**config.mk**
```make
export PLATFORM = sky130hd
export DESIGN_NAME = updn_counter
export DESIGN_NICKNAME = d
export VERILOG_FILES = /design/src/rtl/updn_counter_pkg.sv /design/src/rtl/tick_prescaler.sv /design/src/rtl/updn_counter.sv
export SDC_FILE = /design/constraint.sdc
export NUM_CORES = 1
export LEC_CHECK = 0
export CORE_ASPECT_RATIO = 1.25
export CORE_MARGIN = 5
export CORE_UTILIZATION = 57
export DETAILED_ROUTE_END_ITERATION = 12
export GPL_TIMING_DRIVEN = 1
export PLACE_DENSITY = 0.93
export SYNTH_ARGS = -nofsm -noshare
export SYNTH_HDL_FRONTEND = slang
export SYNTH_HIERARCHICAL = 1
export SYNTH_SLANG_ARGS = --single-unit
```
**constraint.sdc**
```tcl
create_clock -name clk -period 4.7 [get_ports clk]
set_clock_uncertainty 0.15 [all_clocks]
set_input_delay 0.94 -clock clk [delete_from_list [all_inputs] [get_ports clk]]
set_output_delay 0.94 -clock clk [all_outputs]
set_load 0.05 [all_outputs]
```
**src/rtl/updn_counter_pkg.sv**
```systemverilog
// Shared constants for the prescaled up/down counter.
// Direction and terminal-mode encodings plus default widths.
package updn_counter_pkg;

    localparam int DEF_WIDTH = 8;
    localparam int DEF_PRE_W = 4;

    localparam logic DIR_UP    = 1'b1;
    localparam logic DIR_DOWN  = 1'b0;
    localparam logic MODE_WRAP = 1'b0;
    localparam logic MODE_SAT  = 1'b1;

endpackage

```
**src/rtl/tick_prescaler.sv**
```systemverilog
// Divides enabled cycles down to one tick every prescale+1 of them.
// A value above prescale (prescale lowered mid-run) restarts at 0.
module tick_prescaler
    import updn_counter_pkg::*;
#(
    parameter int PRE_W = DEF_PRE_W
) (
    input  logic             clk,
    input  logic             rst_n,
    input  logic             enable,
    input  logic             clr,
    input  logic [PRE_W-1:0] prescale,
    output logic             tick
);

    logic [PRE_W-1:0] cnt;

    assign tick = enable && (cnt == prescale);

    always_ff @(posedge clk) begin
        if (!rst_n) begin
            cnt <= '0;
        end else if (clr) begin
            cnt <= '0;
        end else if (enable) begin
            if (cnt >= prescale)
                cnt <= '0;
            else
                cnt <= cnt + PRE_W'(1);
        end
    end

endmodule

```
**src/rtl/updn_counter.sv**
```systemverilog
// Prescaled up/down counter with wrap/saturate terminal handling,
// a one-cycle terminal pulse and a sticky overflow flag.
module updn_counter
    import updn_counter_pkg::*;
#(
    parameter int WIDTH = DEF_WIDTH,
    parameter int PRE_W = DEF_PRE_W
) (
    input  logic             clk,
    input  logic             rst_n,
    input  logic             enable,
    input  logic             up,
    input  logic             sat,
    input  logic [WIDTH-1:0] modulus,
    input  logic [PRE_W-1:0] prescale,
    input  logic             load,
    input  logic [WIDTH-1:0] load_val,
    input  logic             clr_ovf,
    output logic [WIDTH-1:0] count,
    output logic             tc,
    output logic             ovf
);

    logic             tick;
    logic             term;
    logic [WIDTH-1:0] next_count;
    logic [WIDTH-1:0] load_lim;

    tick_prescaler #(
        .PRE_W(PRE_W)
    ) u_pre (
        .clk     (clk),
        .rst_n   (rst_n),
        .enable  (enable),
        .clr     (load),
        .prescale(prescale),
        .tick    (tick)
    );

    assign load_lim = (load_val > modulus) ? modulus : load_val;

    always_comb begin
        next_count = count;
        term       = 1'b0;
        if (tick) begin
            if (up == DIR_UP) begin
                if (count < modulus)
                    next_count = count + WIDTH'(1);
                else
                    term = 1'b1;
            end else begin
                if (count == '0)
                    term = 1'b1;
                else if (count > modulus)
                    next_count = modulus;
                else
                    next_count = count - WIDTH'(1);
            end
            // Terminal target: wrap jumps to the far end, saturate stays put
            if (term) begin
                if (sat == MODE_SAT)
                    next_count = (up == DIR_UP) ? modulus : '0;
                else
                    next_count = (up == DIR_UP) ? '0 : modulus;
            end
        end
    end

    always_ff @(posedge clk) begin
        if (!rst_n) begin
            count <= '0;
            tc    <= 1'b0;
            ovf   <= 1'b0;
        end else begin
            if (load) begin
                count <= load_lim;
                tc    <= 1'b0;
            end else begin
                count <= next_count;
                tc    <= term;
            end
            if (term && !load)
                ovf <= 1'b1;
            else if (clr_ovf)
                ovf <= 1'b0;
        end
    end

endmodule

```
==> impl_metrics.py <==
metrics = {
    "timing": {
        "period_needed_ps": 3520,
        "rsz0062_at_grt": "no",
        "tightest_slew_ps": 666,
        "final_hold_viol_count": 0,
        "final.period_utilization_pct": 74.9,
        "slew_headroom_pct": 55.4,
        "slew_viol_final": 0,
        "max_freq_ghz": 0.284,
        "hold_ws_ps": 328,
        "finalSetupViolations": 0,
        "fin_setup_tns_ps": 0,
    },
    "final_layout": {
        "instances_no_fill": 313,
        "fin_nets": 328,
        "layout-drive-gt1-share_pct": 6.88,
        "synthToLayoutAreaGrowth_pct": 21.8,
        "antenna_cells": 0,
        "final_util_pct": 71.8,
    },
    "yosys": {
        "yosys-top-cells-area": "ha_1 16%, dfxtp_1 15%, a21oi_1 7.4%",
        "yosysTopAreaCell": "ha_1",
        "post_synth.cell_area_avg_um2": 7.72,
        "synth.net_count": 297,
        "ys_seq_area_share_pct": 14.8,
        "synth_cells": 246,
        "yosys.cell_types.count": 57,
        "yosysWarnings": 6,
        "synth_ff_type": "dfxtp_1",
        "synth.top_cell.area_share_pct": 15.8,
        "synth_edf_count": 0,
        "ys_ff_latch": 14,
        "async_flop_share_pct": 0,
        "yosysMostFrequentCell": "a21oi_1",
        "netlist_top_cells_count": "28 x a21oi_1, 24 x ha_1, 19 x inv_1",
        "syn_area_um2": 1900,
    },
    "global_route": {
        "grt_pass1_vias": 2037,
        "antenna_found_initial": 0,
        "grt-ovfl-total": 0,
        "grt_pass1_wl_um": 9000,
        "track_usage_pct": 25.4,
        "grt_max_degree": 19,
    },
    "critical_path": {
        "crit_required_ps": 4690,
        "critPathLaunchType": "input port",
        "rr_endpoint": "count[6]",
        "crit_arrival_ps": 3520,
        "r2r_cells": 7,
        "crit_fanout": 6,
        "rr_startpoint": "count[5]",
        "critical_path_class": "in -> reg",
        "reg2reg_slack_ps": 1960,
        "cp-end-kind": "flop",
    },
    "clock_network": {
        "tritoncts": "built",
        "cts_made_buffers": 3,
        "cts.sinks": 14,
        "clkLatencyLatePin_ps": 250,
        "clk_transition_reported_paths_ps": 60,
        "clock_path_buffers": 2,
        "cts_resized": 0,
        "cts_setup_buffers": 0,
        "htree_levels": 1,
        "cts_hold_buf": 0,
        "root_buffer": "clkbuf_8",
    },
    "drt": {
        "vias_per_cell": 6.60,
        "vias": 2065,
        "firstDrtPassIters": 5,
        "drt-initial-drc-count": 163,
        "drc_errors": 0,
        "wl_um": 5400,
        "ant_nets": 0,
        "post_drt_wl_per_cell_um": 17.3,
    },
    "power": {
        "powerDensity_nw_per_um2": 227,
        "finalPower_uw": 525,
        "leakage_uw": 0.000938,
        "ir_drop_v": 0.000184,
    },
    "min_path": {
        "hold_end": "ovf",
        "min_path_cells": 2,
        "hold_path_class": "reg -> reg",
        "hp-start": "ovf",
    },
    "status": {
        "outcome": "complete, no violations",
    },
    "placement": {
        "dp_hpwl_um": 4200,
        "place.gp.congestion": 0.952,
        "dp.cells": 309,
        "numPortBuffers": 36,
    },
    "die": {
        "die_w_um": 61.6,
        "start_util_pct": 58.9,
        "dieHeight_um": 74.5,
        "core_um2": 3220,
        "placementRows": 23,
        "die_area_um2": 4590,
        "ios": 37,
    },
    "job": {
        "maxCapViolCount": 0,
    },
}
## logic make-up (layout without fill, tap and decap cells)
| group | Yosys count | in the layout | share of synthesized area [%] |
|---|---|---|---|
| DFF | 14 | 14 | 14.8 |
| buffers and inverters | 30 | 60 | 6.65 |
| and+or+nand+nor | 76 | 76 | 22.9 |
| xor gates and xnor gates | 9 | 9 | 4.15 |
| AOI/OAI and AO/OA | 85 | 85 | 31.5 |
| adders and majority gates | 24 | 24 | 15.8 |
| muxes | 8 | 8 | 4.28 |
## metal layers
metal  share of wire, %  GRT usage, %  wire length, um
met1                 38          28.9             2080
met2                 52          45.9             2780
met3                6.9          2.43              374
met4                3.0          12.3              163
met5                  0             0                0
## per-stage QoR
stage	area, um^2	setup slack, ps
after floorplan	1900	1820
after global placement	2260	1050
after detailed placement	2260	939
after CTS	2310	1190
after global routing	2310	963
final	2310	1180
## cell usage in the layout, fill, tap and decap left out, drive strengths merged, types with 5 or more instances in the layout
| master | n |
|---|---|
| nor2 | 15 |
| nand4 | 7 |
| a21o | 5 |
| a21oi | 28 |
| mux2i | 7 |
| nand2b | 8 |
| o21ai | 12 |
| dfxtp | 14 |
| inv | 19 |
| a22o | 5 |
| nand2 | 18 |
| clkdlybuf4s50 | 36 |
| xnor2 | 7 |
| ha | 24 |
## how the worst max path moves through the flow
stage	from	to	slack (ps)	cells past startpoint
3_5_place_dp	modulus[1]	count[6]	940	9
3_3_place_gp	modulus[7]	count[5]	1050	9
5_1_grt	modulus[1]	count[3]	960	9
4_1_cts	modulus[1]	count[6]	1190	9
6_report	modulus[1]	count[6]	1180	9
2_1_floorplan	modulus[1]	count[3]	1820	8
## cell type report
class	count	area [um^2]
Inverter	19	71.3
Sequential cell	14	280
Multi-Input combinational cell	202	1490
Clock buffer	4	55.1
Tap cell	37	46.3
Timing Repair Buffer	37	368
Fill cell	258	910
## power by group
| group | switching, uW | internal [uW] | leakage, uW | total, uW |
|---|---|---|---|---|
| combinational | 137 | 112 | 0.000794 | 249 |
| sequential | 26.5 | 127 | 0.000115 | 154 |
| clock | 48.0 | 74.3 | 0.0000288 | 122 |
| total | 212 | 313 | 0.000938 | 525 |
## state kept, by name (all words and copies together) (netlist names)
| register | flops |
|---|---|
| count | 8 |
| u_pre/cnt | 4 |
| ovf | 1 |
| tc | 1 |
## critical path, cell delays in order
cell             delay, ps
clkdlybuf4s50_1        540
inv_1                  100
ha_1                   300
nor2b_1                130
o211ai_1               310
a21oi_1                220
o21ai_0                500
o2111ai_1              200
a22o_1                 270
No activity file was read; power rests on OpenSTA's default activity.
